## config.mk

```make
export PLATFORM = sky130hd
export DESIGN_NAME = dpram_porta_arbiter
export DESIGN_NICKNAME = d
export VERILOG_FILES = /design/src/rtl/dpram_porta_arbiter.sv
export SDC_FILE = /design/constraint.sdc
export NUM_CORES = 1
export LEC_CHECK = 0
export CORE_MARGIN = 2
export CORE_UTILIZATION = 45
export CTS_BUF_LIST = sky130_fd_sc_hd__clkbuf_8
export DETAILED_ROUTE_END_ITERATION = 10
export GPL_TIMING_DRIVEN = 0
export HOLD_SLACK_MARGIN = 0.12
export PLACE_DENSITY_LB_ADDON = 0.1
export SKIP_LAST_GASP = 1
export SLEW_MARGIN = 10
export SYNTH_ARGS = -nofsm -noshare
export SYNTH_HDL_FRONTEND = slang
export SYNTH_SLANG_ARGS = --single-unit
```

## constraint.sdc

```tcl
create_clock -name clk_A -period 4.9 [get_ports clk_A]
set_input_delay 0.98 -clock clk_A [delete_from_list [all_inputs] [get_ports clk_A]]
set_output_delay 0.98 -clock clk_A [all_outputs]
set_load 0.05 [all_outputs]
```

## src/rtl/dpram_porta_arbiter.sv

```systemverilog
// dpram_porta_arbiter: round-robin burst arbiter sharing RAM port A between R0 and R1.
// Ports: clk_A/rst_A (async, active-high); per requester i=0,1: req_i, we_i, addr_i, len_i,
//   wdata_i in; gnt_i, wtake_i, rvalid_i, rdata_i, done_i out; registered ram_en_n, ram_wr_en,
//   ram_addr, ram_din out; ram_dout in. Define DPRAM_ARB_FIXED_PRIO_EN for fixed priority (R0 wins).
module dpram_porta_arbiter #(
    parameter int ADDR_WIDTH = 5,
    parameter int DATA_WIDTH = 8,
    parameter int LEN_WIDTH  = 4
) (
    input  logic                  clk_A,
    input  logic                  rst_A,
    input  logic                  req_0,
    input  logic                  we_0,
    input  logic [ADDR_WIDTH-1:0] addr_0,
    input  logic [LEN_WIDTH-1:0]  len_0,
    input  logic [DATA_WIDTH-1:0] wdata_0,
    output logic                  gnt_0,
    output logic                  wtake_0,
    output logic                  rvalid_0,
    output logic [DATA_WIDTH-1:0] rdata_0,
    output logic                  done_0,
    input  logic                  req_1,
    input  logic                  we_1,
    input  logic [ADDR_WIDTH-1:0] addr_1,
    input  logic [LEN_WIDTH-1:0]  len_1,
    input  logic [DATA_WIDTH-1:0] wdata_1,
    output logic                  gnt_1,
    output logic                  wtake_1,
    output logic                  rvalid_1,
    output logic [DATA_WIDTH-1:0] rdata_1,
    output logic                  done_1,
    output logic                  ram_en_n,
    output logic                  ram_wr_en,
    output logic [ADDR_WIDTH-1:0] ram_addr,
    output logic [DATA_WIDTH-1:0] ram_din,
    input  logic [DATA_WIDTH-1:0] ram_dout
);

    typedef enum logic {IDLE, BURST} state_t;

    localparam logic [ADDR_WIDTH-1:0] ADDR_ONE = 1;
    localparam logic [LEN_WIDTH-1:0]  CNT_ONE  = 1;

    state_t                state;
    logic                  owner;
    logic                  we_r;
    logic [LEN_WIDTH-1:0]  len_r;
    logic [LEN_WIDTH-1:0]  cnt;
    logic                  any_req;
    logic                  win;
    logic                  more;
`ifndef DPRAM_ARB_FIXED_PRIO_EN
    logic                  last;
`endif

    assign any_req = req_0 | req_1;
    assign more    = (cnt < len_r);

`ifdef DPRAM_ARB_FIXED_PRIO_EN
    assign win = ~req_0;
`else
    // On a tie the requester that did not win last time goes next.
    assign win = (req_0 & req_1) ? ~last : req_1;
`endif

    // Write data is consumed at the grant edge and at every edge that issues a further beat.
    assign wtake_0 = ~rst_A &
                     (((state == IDLE) & any_req & ~win & we_0) |
                      ((state == BURST) & ~owner & we_r & more));
    assign wtake_1 = ~rst_A &
                     (((state == IDLE) & any_req & win & we_1) |
                      ((state == BURST) & owner & we_r & more));

    assign rdata_0 = rvalid_0 ? ram_dout : '0;
    assign rdata_1 = rvalid_1 ? ram_dout : '0;

    always_ff @(posedge clk_A or posedge rst_A) begin
        if (rst_A) begin
            state     <= IDLE;
            owner     <= 1'b0;
            we_r      <= 1'b0;
            len_r     <= '0;
            cnt       <= '0;
            gnt_0     <= 1'b0;
            gnt_1     <= 1'b0;
            rvalid_0  <= 1'b0;
            rvalid_1  <= 1'b0;
            done_0    <= 1'b0;
            done_1    <= 1'b0;
            ram_en_n  <= 1'b1;
            ram_wr_en <= 1'b0;
            ram_addr  <= '0;
            ram_din   <= '0;
`ifndef DPRAM_ARB_FIXED_PRIO_EN
            last      <= 1'b1;
`endif
        end else begin
            done_0   <= 1'b0;
            done_1   <= 1'b0;
            // A read beat in flight this cycle is returned by the RAM next cycle.
            rvalid_0 <= (state == BURST) & ~we_r & ~owner;
            rvalid_1 <= (state == BURST) & ~we_r & owner;
            unique case (state)
                IDLE: begin
                    if (any_req) begin
                        owner     <= win;
`ifndef DPRAM_ARB_FIXED_PRIO_EN
                        last      <= win;
`endif
                        we_r      <= win ? we_1 : we_0;
                        len_r     <= win ? len_1 : len_0;
                        cnt       <= '0;
                        gnt_0     <= ~win;
                        gnt_1     <= win;
                        ram_en_n  <= 1'b0;
                        ram_wr_en <= win ? we_1 : we_0;
                        ram_addr  <= win ? addr_1 : addr_0;
                        ram_din   <= win ? wdata_1 : wdata_0;
                        state     <= BURST;
                    end
                end
                BURST: begin
                    if (more) begin
                        cnt      <= cnt + CNT_ONE;
                        ram_addr <= ram_addr + ADDR_ONE;
                        ram_din  <= owner ? wdata_1 : wdata_0;
                    end else begin
                        ram_en_n  <= 1'b1;
                        ram_wr_en <= 1'b0;
                        gnt_0     <= 1'b0;
                        gnt_1     <= 1'b0;
                        done_0    <= ~owner;
                        done_1    <= owner;
                        state     <= IDLE;
                    end
                end
                default: state <= IDLE;
            endcase
        end
    end

endmodule
```

; ---- Yosys cells after proc, flatten, opt, wreduce, memory -nomap -nowiden
; Index checks and enable logic that the tools add are counted.
[totals]
register_bits = 33
input_bits = 48
out_inout_bits = 39
wordCells = 85
[op_classes]
n_addsub = 2
order_cmp = 1
n_eq_ne = 3
muxes = 34
bitwise_logic = 26
n_reduce_logical = 3
[op_table]
columns = op, count
row1 = 8-bit 2-to-1 mux, 6
row2 = 1-bit bitwise AND, 17
row3 = 8-bit one-hot mux with 2 select lines, 1
row4 = 5-bit 2-to-1 mux, 3
row5 = 1-bit 2-to-1 mux, 14
row6 = 4-bit 2-to-1 mux, 3
row7 = 1-bit one-hot mux with 2 select lines, 5
row8 = 5-bit one-hot mux with 2 select lines, 1
row9 = 4-bit one-hot mux with 2 select lines, 1
row10 = 1-bit inverter, 6
row11 = 2-bit AND reduction, 3
row12 = "5-bit by 1-bit adder with 5-bit output, second input constant", 1
row13 = "4-bit by 1-bit adder with 4-bit output, second input constant", 1
row14 = 4-bit less-than comparator, 1
row15 = "2-bit != test, second input constant", 2
row16 = 1-bit OR, 3
row17 = "2-bit by 1-bit != test with 1-bit output, second input constant", 1

; ---- Longest topological paths before layout
; Gate-level depths: netlist (run 1).
[logic_depth]
word_depth = 7
mapped_depth = 7
mapped_depth_nobuf = 7

; ---- Worst setup path before layout (run 1)
; OpenSTA, ideal clock, no wires.
[synth_path]
path_type = input port to output port
from = in req_1
to = out wtake_1
arrival_time_ns = 2.368
t_required_ns = 3.920
slack_ns = 1.552
path_stages = 6
path_buffers = 2
cell_sequence = a21boi_1 > buf_6 > nor2b_4 > buf_6 > nand2_1 > a21oi_1
[synth_between]
elab_chain_cells = 6
elab_cells_between_ends = 8
cone_classes = 1 x mux / 7 x bitwise
[synth_lines]
columns = item, line
row1 = "start, declared", 22  ; input logic req_1,
row2 = 1-bit OR or 1-bit bitwise AND (tied branches), "56, 63"
row3 = 1-bit bitwise AND or 1-bit 2-to-1 mux (tied branches), "71, 63"
row4 = 1-bit bitwise AND (*) (2 in series), 71  ; (((state == IDLE) & any_req & win & we_1) |
row5 = 1-bit OR (*), 71
row6 = 1-bit bitwise AND (*), 70  ; assign wtake_1 = ~rst_A &
row7 = "end, declared", 28  ; output logic wtake_1,
; Mark *: on every way between the ends. The rest lies on a longest branch, timed or not.

; ---- Worst setup path in the final report (run 1)
; Ends and elaborated chain as after synthesis.

==> metrics.md, run 1 <==
| Metric | Value |
|---|---|
| Clock-pin slew on the worst setup and hold paths | `70 ps` |
| Clk_lat worst skew | `290 ps` |
| RSZ-0062 raised after global routing | `false` |
| CP max-delay cell | `clkdlybuf4s50_1` |
| Drc violations | `0` |
| Final ANT Viol Nets | `0` |
| Die width | `67.54 µm` |
| Comb pwr share | `65.1%` |
| Post-synth EDFFs | `0` |
| First-pass GRT wire length | `7176 µm` |
| Global route overflow | `0` |
| Gates resized, CTS repair | `0` |
| Post-synthesis xor/xnor area fraction | `0.9642%` |
| Ys async rst share | `100.0%` |
| Max-cap violations | `0` |
| Hpwl dp | `3453 µm` |
| Synth cell count leaders | `31 x dfrtp_1, 16 x and2_1, 15 x mux2i_1, 12 x nand3_1, 11 x nand2_1` |
| Worst Hold Class | `flop to flop` |
| CTS sink cnt | `33` |
| Largest family of logic cells by synthesized area | `simple AND/OR/NAND/NOR gates` |
| Setup crit end kind | `output port` |
| Mux contribution to synthesized area | `11.16%` |
| Starting Density | `46.08%` |
| CTS tree | `yes` |
| Synth top area share | `42.70%` |
| Port bufs | `86` |
| H-Tree Depth | `2` |
| Final period util | `85.02%` |
| CTS Hold Bufs | `0` |
| Rows | `23` |
| Count leader, synth | `dfrtp_1` |
| Switching Fraction | `48.99%` |
| Clock Tree Root | `clkbuf_8` |
| Final core occ | `72.07%` |
| Diode count | `0` |
| #FFs+latches synth | `33` |
| Die height | `67.54 µm` |
| Sequential share of power | `24.3%` |
| Synth Instances | `171` |
| VDD IR max | `381.3 µV` |
| Vias in the first global route | `1569` |
| Pin count of the biggest net entering global routing | `34` |
| Pint | `1099 µW` |
| Die Area | `4562 µm²` |
| Setup Buffers After CTS | `0` |
| Relative slew margins | `54.27%` |
| Core area | `3943 µm²` |
| Post-Syn Area | `1817 µm²` |
| Cell chain of the critical path | `clkdlybuf4s50_1 > a21boi_1 > buf_6 > nor2b_4 > buf_6 > nand2_1 > a21oi_1 > clkdlybuf4s50_1` |
| Min Tclk post-route | `4166 ps` |
| Largest cells by area after synthesis | `dfrtp_1 43%, mux2i_1 8.3%, and2_1 5.5%` |
| Run status | `completed` |
| P_sw | `1056 µW` |
| Most used flip-flop cell after synthesis | `dfrtp_1` |
| TritonCTS Buffers | `5` |
| Area grow syn2layout | `56.41%` |
| Nets | `317` |
| Synth Area per Inst | `10.62 µm²` |
| Vias per cell | `5.244` |
| CTS max path bufs | `2` |
| Pwr per Cell Area | `758.4 nW/µm²` |
| Worst path required time | `3920 ps` |
| Final setup skew | `6.553 ps` |
| DRT iter0 DRCs | `46` |
| CP max FO | `9` |
| Pins Over Slew Limit | `0` |
| Crit path DAT | `3190 ps` |
| Initial antenna violation count | `0` |
| Total track usage | `21.66%` |
| Final Hold Vio Count | `0` |
| Syn_nets | `224` |
| Fmax | `0.2401 GHz` |
| Drt wl/cell | `14.50 µm` |
| Crit path launch type | `input pin` |
| Number of synthesis warnings | `0` |
| Io pins | `87` |
| Post-Synth Simple-Gate Area | `18.25%` |
| Post-Route WL | `4568 µm` |
| Final setup fails | `0` |
| Seq/Total Area, Yosys | `45.59%` |
| Share of post-route cells with drive strength above 1 | `11.70%` |
| Via Count | `1652` |
| Compound-Gate Fraction of Synth Area | `15.56%` |
| Setup TNS | `0 ps` |
| Synth cell types | `43` |
| Leakage | `0.001276 µW` |
| Post-synthesis adder-cell area fraction | `3.444%` |
| Critical path type | `input pin to output port` |
| Routability Congestion | `0.7330` |
| Fillers | `318` |
| Slew @ Worst Pin | `684.9 ps` |
| Clock power frac | `10.6%` |
| CP max stage delay | `820 ps` |
| Cell taking the most area after synthesis | `dfrtp_1` |
| First-pass detailed-route iteration total | `4` |
-- final timing paths --
kind                       startpoint     endpoint  slack (ps)  cells after the start
setup / recovery                req_1      wtake_1         730                      8
hold / removal               ram_en_n     ram_en_n         460                      2
setup reg to reg               cnt[3]  ram_addr[3]        2990                      6
hold reg to reg              ram_en_n     ram_en_n         460                      2
max in group asynchronous       rst_A     len_r[3]        3260                      2
min in group asynchronous       rst_A        gnt_0        1200                      2
-- power groups by stage --
stage	registers (µW)	clock network (µW)	logic, µW
global placement	521	0	1390
floorplan	788	0	728
finish	523	228	1400
global route	541	246	1510
detailed placement	524	0	1410
CTS	522	232	1420
-- critical path, delay by kind of cell --
kind            cells  cell delay [ps]
compound gates      2              340
buf+inv             4             1660
simple gates        2              210
-- cells in the final DEF (no fill, tap or decap), types with 4 or more instances in the layout --
cell	netlist	routed
o21ai_1	8	8
dfrtp_1	31	31
buf_2	4	4
clkbuf_8	0	7
and2_1	16	16
inv_1	8	7
mux2i_1	15	15
clkdlybuf4s50_1	0	86
nand3_1	12	12
nand2_1	11	11
ha_1	5	5
a21oi_1	5	5
-- cell type report --
type	count	area (µm²)	share of cell area (%)
buffer	9	57.56	2.026
clock buffer	7	96.34	3.391
clock inverter	1	5.005	0.1761
inverter	9	33.78	1.189
multi-input combinational	120	897.1	31.57
sequential	33	828.3	29.15
tap	50	62.56	2.202
timing repair buffer	86	860.8	30.29
-- sequential cells by signal, indices dropped and copies added (netlist names) --
| name | count |
|---|---|
| ram_en_n | 1 |
| done_1 | 1 |
| last | 1 |
| owner | 1 |
| done_0 | 1 |
| cnt | 4 |
| rvalid_1 | 1 |
| ram_addr | 5 |
| gnt_1 | 1 |
| state | 1 |
| rvalid_0 | 1 |
| gnt_0 | 1 |
| ram_din | 8 |
| ram_wr_en | 1 |
| len_r | 4 |
| we_r | 1 |
-- cells by family after synthesis --
logic type      Yosys count
xor+xnor                  2
flops                    33
fa+ha+maj                 5
compound gates           38
mux                      18
buf+inv                  18
simple gates             57
-- per-layer routing --
layer,GRT usage (%),up-vias,part of all wire [%]
li1,-,800,-
met1,25.69,759,42
met2,34.80,84,45
met3,8.000,9,11
met4,9.949,0,2.4
met5,0,-,0
-- per-stage QoR --
step                std cells  hold WS (ps)  worst slack [ps]  power, µW  cell area [µm²]
global placement          307         447.7             776.2       1907             2740
finish                    315         458.1             734.2       2155             2841
floorplan                 171         449.8              1552       1516             1817
global route              315         466.0             626.2       2293             2841
detailed placement        307         454.7             744.8       1936             2740
CTS                       315         462.1             736.9       2170             2841
Note: power is estimated with default switching activity, not from simulation.
==> inputs of run 2 (changes only) <==
--- a/config.mk
+++ b/config.mk
@@ -11,7 +11,8 @@
 export DETAILED_ROUTE_END_ITERATION = 10
 export GPL_TIMING_DRIVEN = 0
 export HOLD_SLACK_MARGIN = 0.12
-export PLACE_DENSITY_LB_ADDON = 0.1
+export PLACE_DENSITY = 0.95
+export SKIP_CTS_REPAIR_TIMING = 1
 export SKIP_LAST_GASP = 1
 export SLEW_MARGIN = 10
 export SYNTH_ARGS = -nofsm -noshare
==> run 2 against run 1 <==
- clock-buffer cell count shrank 1
- critical endpoint unchanged
- sequential share of layout area shrank 0.19 points
- total power grew 2.4%
- critical path type unchanged
- largest power group unchanged
- clock skew grew 4.2 ps
- setup slack gained 44 ps
- register-to-register slack lost 60 ps
- via count grew 1.6%
==> metrics.md, run 2 (same netlist as run 1, synthesis figures left out) <==
| Metric | Value |
|---|---|
| Post-Route WL | `4676 µm (+2.4%)` |
| CP max stage delay | `810 ps (about the same)` |
| Crit path launch type | `input pin` |
| Hold depth | `2 (unchanged)` |
| Vias per cell | `5.327 (+1.6%)` |
| Pint | `1139 µW (+3.6%)` |
| CTS max path bufs | `2 (unchanged)` |
| Max reg flops | `8 (unchanged)` |
| Setup TNS | `0 ps (unchanged)` |
| Worst Hold Class | `flop to flop` |
| Die width | `67.54 µm (unchanged)` |
| Reg2reg path depth | `6 (unchanged)` |
| Hold Path End | `ram_en_n` |
| CTS sink cnt | `33 (unchanged)` |
| Nets | `317 (unchanged)` |
| Routability Congestion | `0.8532 (+16%)` |
| Origin of the worst min-delay path | `ram_en_n` |
| Die Area | `4562 µm² (unchanged)` |
| Pin count of the biggest net entering global routing | `34 (unchanged)` |
| Slew @ Worst Pin | `678.0 ps (-6.910 ps)` |
| VDD IR max | `436.2 µV (+14%)` |
| Relative slew margins | `54.73% (+0.46 points)` |
| Die height | `67.54 µm (unchanged)` |
| CTS tree | `yes` |
| Min Tclk post-route | `4121 ps (-44.44 ps)` |
| Clock power frac | `12.2% (+1.6 points)` |
| Cell chain of the critical path | `clkdlybuf4s50_1 > a21boi_1 > buf_6 > nor2b_4 > buf_6 > nand2_1 > a21oi_1 > clkdlybuf4s50_1` |
| Final Cell Area | `2860 µm² (+0.66%)` |
| Drt wl/cell | `14.84 µm (+2.4%)` |
| Pins Over Slew Limit | `0 (unchanged)` |
| Initial antenna violation count | `0 (unchanged)` |
| Final setup skew | `10.71 ps (+4.156 ps)` |
| TritonCTS Buffers | `5 (unchanged)` |
| Pwr Total | `2208 µW (+2.4%)` |
| CP max-delay cell | `clkdlybuf4s50_1` |
| Share of post-route cells with drive strength above 1 | `11.70% (unchanged)` |
| Io pins | `87 (unchanged)` |
| H-Tree Depth | `2 (unchanged)` |
| Clk_lat worst skew | `290 ps (about the same)` |
| Most flop-heavy register | `ram_din` |
| P_sw | `1069 µW (+1.2%)` |
| Final setup fails | `0 (unchanged)` |
| CP max FO | `9 (unchanged)` |
| Final Hold Vio Count | `0 (unchanged)` |
| Crit path DAT | `3140 ps (-50 ps)` |
| Fillers | `278 (-13%)` |
| Critical path type | `input pin to output port` |
| Core area | `3943 µm² (unchanged)` |
| Clock-pin slew on the worst setup and hold paths | `70 ps (about the same)` |
| Worst path required time | `3920 ps (about the same)` |
| Biggest regs | `ram_din x8, ram_addr x5` |
| Hpwl dp | `3575 µm (+3.5%)` |
| Vias in the first global route | `1690 (+7.7%)` |
| Reg-to-Reg Start | `cnt[3]` |
| Port bufs | `86 (unchanged)` |
| DRT iter0 DRCs | `61 (+33%)` |
| Max-cap violations | `0 (unchanged)` |
| Run status | `completed` |
| Global route overflow | `0 (unchanged)` |
| Total track usage | `22.93% (+1.3 points)` |
| Switching Fraction | `48.40% (-0.59 points)` |
| Commonest cells after routing, fill and taps aside | `86 x clkdlybuf4s50_1, 31 x dfrtp_1, 16 x and2_1, 15 x mux2i_1, 12 x nand3_1` |
| Final ANT Viol Nets | `0 (unchanged)` |
| Worst reg2reg setup slack | `2930 ps (-60 ps)` |
| Diode count | `0 (unchanged)` |
| RSZ-0062 raised after global routing | `false` |
| Sequential share of power | `23.6% (-0.7 points)` |
| Comb pwr share | `64.2% (-0.9 points)` |
| Fmax | `0.2426 GHz (+1.1%)` |
| End of the worst register-to-register path | `cnt[1]` |
| Setup crit end kind | `output port` |
| Area grow syn2layout | `57.44%` |
| First-pass detailed-route iteration total | `4 (unchanged)` |
| First-pass GRT wire length | `7638 µm (+6.4%)` |
| Via Count | `1678 (+1.6%)` |
| Pwr per Cell Area | `771.9 nW/µm² (+1.8%)` |
| Commonest non-fill, non-tap cell in the layout | `clkdlybuf4s50_1` |
| Clock Tree Root | `clkbuf_8` |
| Drc violations | `0 (unchanged)` |
| Leakage | `0.001279 µW (+0.25%)` |
| Final period util | `84.11% (-0.91 points)` |
| Rows | `23 (unchanged)` |
| Post-DP Area | `2740 µm² (unchanged)` |
| Starting Density | `46.08% (unchanged)` |
==> run 2: cell types whose count changed in the layout (fill, tap and decap cells not counted) <==
| cell | delta |
|---|---|
| clkinvlp_4 | +1 |
| clkbuf_8 | -1 |
| clkinv_2 | -1 |
| bufinv_16 | +1 |
==> run 2: how the worst max path moves through the flow <==
stage	startpoint	to	slack, ps	depth (start not counted)
2_1_floorplan	req_1	wtake_1	1550	6
3_3_place_gp	req_1	wtake_1	760	8
3_5_place_dp	req_1	wtake_1	770	8
4_1_cts	req_1	wtake_1	770	8
5_1_grt	req_1	wtake_1	650	8
6_report	req_1	wtake_1	780	8
==> run 2: per-layer routing <==
layer,vias to the layer above,share of wire [%],global-route usage [%]
met5,-,0,0
met4,0,1.3,8.929
met3,5,11,8.500
met2,84,50,39.58
met1,792,38,25.48
li1,797,-,-
==> run 2: power groups by stage <==
stage	Clock [µW]	Combinational [µW]	Sequential [µW]
2_1_floorplan	0	728	788
6_report	269	1420	522
5_1_grt	285	1510	542
3_5_place_dp	0	1410	526
4_1_cts	273	1420	521
3_3_place_gp	0	1370	518
==> run 2: worst max-delay path, delay by kind of cell <==
| family | cells | cell delay (ps) |
|---|---|---|
| AO/OA/AOI/OAI | 2 | 310 |
| buffers and inverters | 4 | 1630 |
| AND/OR/NAND/NOR | 2 | 220 |
==> run 2: stage by stage <==
stage,util (%),setup slack [ps],hold WS (ps),instances
6_report,72.55,778.7,473.1,315
5_1_grt,72.55,653.7,487.9,315
4_1_cts,72.55,767.7,480.6,315
3_5_place_dp,69.50,768.1,465.7,307
3_3_place_gp,69.50,761.0,453.6,307
2_1_floorplan,-,1552,449.8,171
==> run 2: cell type report <==
type                    instances  area [µm²]  area share (%)
multi-input cells             120       897.1           31.36
repair buffers                 86       860.8           30.10
flip-flops and latches         33       828.3           28.96
clock buffers                   6       82.58           2.887
well taps                      50       62.56           2.187
plain buffers                   9       57.56           2.012
clock inverters                 2       37.54           1.312
inverters                       9       33.78           1.181
==> inputs of run 3 (changes only) <==
--- a/config.mk
+++ b/config.mk
@@ -6,12 +6,12 @@
 export NUM_CORES = 1
 export LEC_CHECK = 0
 export CORE_MARGIN = 2
-export CORE_UTILIZATION = 45
+export CORE_UTILIZATION = 42
 export CTS_BUF_LIST = sky130_fd_sc_hd__clkbuf_8
 export DETAILED_ROUTE_END_ITERATION = 10
 export GPL_TIMING_DRIVEN = 0
 export HOLD_SLACK_MARGIN = 0.12
-export PLACE_DENSITY = 0.95
+export PLACE_DENSITY = 0.92
 export SKIP_CTS_REPAIR_TIMING = 1
 export SKIP_LAST_GASP = 1
 export SLEW_MARGIN = 10
==> constraint.sdc (replaced) <==
create_clock -name clk_A -period 4.01 [get_ports clk_A]
set_input_delay 0.802 -clock clk_A [delete_from_list [all_inputs] [get_ports clk_A]]
set_output_delay 0.802 -clock clk_A [all_outputs]
set_load 0.05 [all_outputs]
==> run 3 against run 2 <==
- core utilization down 2.6 points
- total power up 21%
- clock power up 21%
- non-clock buffer count unchanged
- routed wire length down 1.2%
- critical endpoint unchanged
- largest power group unchanged
==> metrics.md, run 3 (same netlist as run 1, synthesis figures left out) <==
| Metric | Value |
|---|---|
| Min Tclk post-route | `3846 ps` |
| Drc violations | `0 (unchanged)` |
| Gr busiest metal | `met2` |
| Pwr per Cell Area | `936.6 nW/µm² (+21%)` |
| Commonest non-fill, non-tap cell in the layout | `clkdlybuf4s50_1` |
| Die Area | `4868 µm² (+6.7%)` |
| Most flop-heavy register | `ram_din` |
| Nets | `317 (unchanged)` |
| Vias in the first global route | `1731 (+2.4%)` |
| Initial antenna violation count | `0 (unchanged)` |
| Pwr Total | `2679 µW (+21%)` |
| Crit path from | `req_1` |
| Dpl ws | `147.3 ps (-620.8 ps)` |
| Fillers | `321 (+15%)` |
| Max-cap violations | `0 (unchanged)` |
| Share of post-route cells with drive strength above 1 | `11.70% (unchanged)` |
| Fmax | `0.2600 GHz` |
| Crit path launch type | `input pin` |
| Final Hold Vio Count | `0 (unchanged)` |
| Commonest cells after routing, fill and taps aside | `86 x clkdlybuf4s50_1, 31 x dfrtp_1, 16 x and2_1, 15 x mux2i_1, 12 x nand3_1` |
| Port bufs | `86 (unchanged)` |
| Drt wl/cell | `14.66 µm (-1.2%)` |
| Clock Tree Root | `clkbuf_8` |
| Final ANT Viol Nets | `0 (unchanged)` |
| Core area | `4086 µm² (+3.6%)` |
| CTS max path bufs | `2 (unchanged)` |
| Slew @ Worst Pin | `680.7 ps (+2.691 ps)` |
| Vias per cell | `5.267 (-1.1%)` |
| Routability Congestion | `0.8157 (-4.4%)` |
| Clock-pin slew on the worst setup and hold paths | `70 ps (about the same)` |
| Max reg flops | `8 (unchanged)` |
| Io pins | `87 (unchanged)` |
| Via Count | `1659 (-1.1%)` |
| Worst path required time | `3210 ps (-710 ps)` |
| Worst setup margin | `163.7 ps (-615.0 ps)` |
| GR Layer Usage met2 | `35.77% (-3.8 points)` |
| End of the worst register-to-register path | `ram_addr[1]` |
| Hold_ws | `473.1 ps (-0.03000 ps)` |
| Non-filler instance count after layout | `315 (unchanged)` |
| Reg2reg path depth | `6 (unchanged)` |
| Final setup skew | `3.820 ps (-6.889 ps)` |
| Post-Route WL | `4618 µm (-1.2%)` |
| DRT iter0 DRCs | `82 (+34%)` |
| Starting Density | `44.46% (-1.6 points)` |
| Die height | `69.77 µm (+3.3%)` |
| Crit path to | `wtake_1` |
| Setup crit end kind | `output port` |
| Worst reg2reg setup slack | `2060 ps (-870 ps)` |
| Pin count of the biggest net entering global routing | `34 (unchanged)` |
| Total track usage | `20.13% (-2.8 points)` |
| CTS tree | `yes` |
| Cell count after placement | `307 (unchanged)` |
| CP max FO | `9 (unchanged)` |
| Diode count | `0 (unchanged)` |
| TritonCTS Buffers | `5 (unchanged)` |
| Crit path DAT | `3040 ps (-100 ps)` |
| Met1 Resource Use GR | `21.81% (-3.7 points)` |
| Area grow syn2layout | `57.44% (unchanged)` |
| Final setup fails | `0 (unchanged)` |
| Hpwl dp | `3671 µm (+2.7%)` |
| First-pass GRT wire length | `7817 µm (+2.3%)` |
| Critical path type | `input pin to output port` |
| CTS sink cnt | `33 (unchanged)` |
| Die width | `69.77 µm (+3.3%)` |
| Final period util | `95.92%` |
| RSZ-0062 raised after global routing | `false` |
| Global route overflow | `0 (unchanged)` |
| Rows | `23 (unchanged)` |
| Setup TNS | `0 ps (unchanged)` |
| Reg-to-Reg Start | `cnt[3]` |
| Worst Hold Class | `flop to flop` |
| VDD IR max | `465.1 µV (+6.6%)` |
| Pins Over Slew Limit | `0 (unchanged)` |
| Run status | `completed` |
| Relative slew margins | `54.55% (-0.18 points)` |
| First-pass detailed-route iteration total | `6 (+2)` |
| Biggest regs | `ram_din x8, ram_addr x5` |
| H-Tree Depth | `2 (unchanged)` |
| Met3 usage | `8.430% (-0.070 points)` |
| Clk_lat worst skew | `280 ps (about the same)` |
| Leakage | `0.001279 µW (unchanged)` |
[run 3: cell counts in the layout (fill, tap and decap cells not counted)]
No cell type changed its count.
[run 3: layer usage]
metal | routed length [µm] | share of wire, % | vias to the layer above
met5 | 0 | 0 | -
met4 | 45 | 0.97 | 0
met3 | 456 | 9.9 | 6
met2 | 2369 | 51 | 79
met1 | 1747 | 38 | 777
li1 | - | - | 797
[run 3: worst max-delay path, stage by stage]
cell,delay (ps)
clkdlybuf4s50_1,510
a21boi_1,200
buf_6,190
nor2b_4,160
buf_6,130
nand2_1,60
a21oi_1,140
clkdlybuf4s50_1,840
[run 3: through the flow]
stage | utilization (%) | cell area, µm²
final | 69.99 | 2860
after global placement | 67.05 | 2740
after CTS | 69.99 | 2860
after global routing | 69.99 | 2860
after detailed placement | 67.05 | 2740
after floorplan | - | 1817
[run 3: layout make-up]
class                      count  area [µm²]  area share, %
clock inverter                 2       37.54          1.312
sequential                    33       828.3          28.96
clock buffer                   6       82.58          2.887
buffer                         9       57.56          2.012
inverter                       9       33.78          1.181
tap                           50       62.56          2.187
multi-input combinational    120       897.1          31.36
timing repair buffer          86       860.8          30.10
[run 3: how the worst min path moves through the flow]
| stage | depth (start not counted) | slack, ps | to | startpoint |
|---|---|---|---|---|
| after global placement | 2 | 450 | ram_en_n | ram_en_n |
| final | 2 | 470 | ram_en_n | ram_en_n |
| after floorplan | 2 | 450 | len_r[3] | len_r[3] |
| after CTS | 2 | 470 | ram_en_n | ram_en_n |
| after global routing | 2 | 490 | ram_en_n | ram_en_n |
| after detailed placement | 2 | 460 | ram_en_n | ram_en_n |
[run 3: power breakdown]
part           leakage [µW]  internal (µW)  switching [µW]  total, µW
logic              0.000815            681            1030       1710
clock network     0.0000574            202             124        326
registers          0.000406            509             129        639
total               0.00128           1390            1290       2680
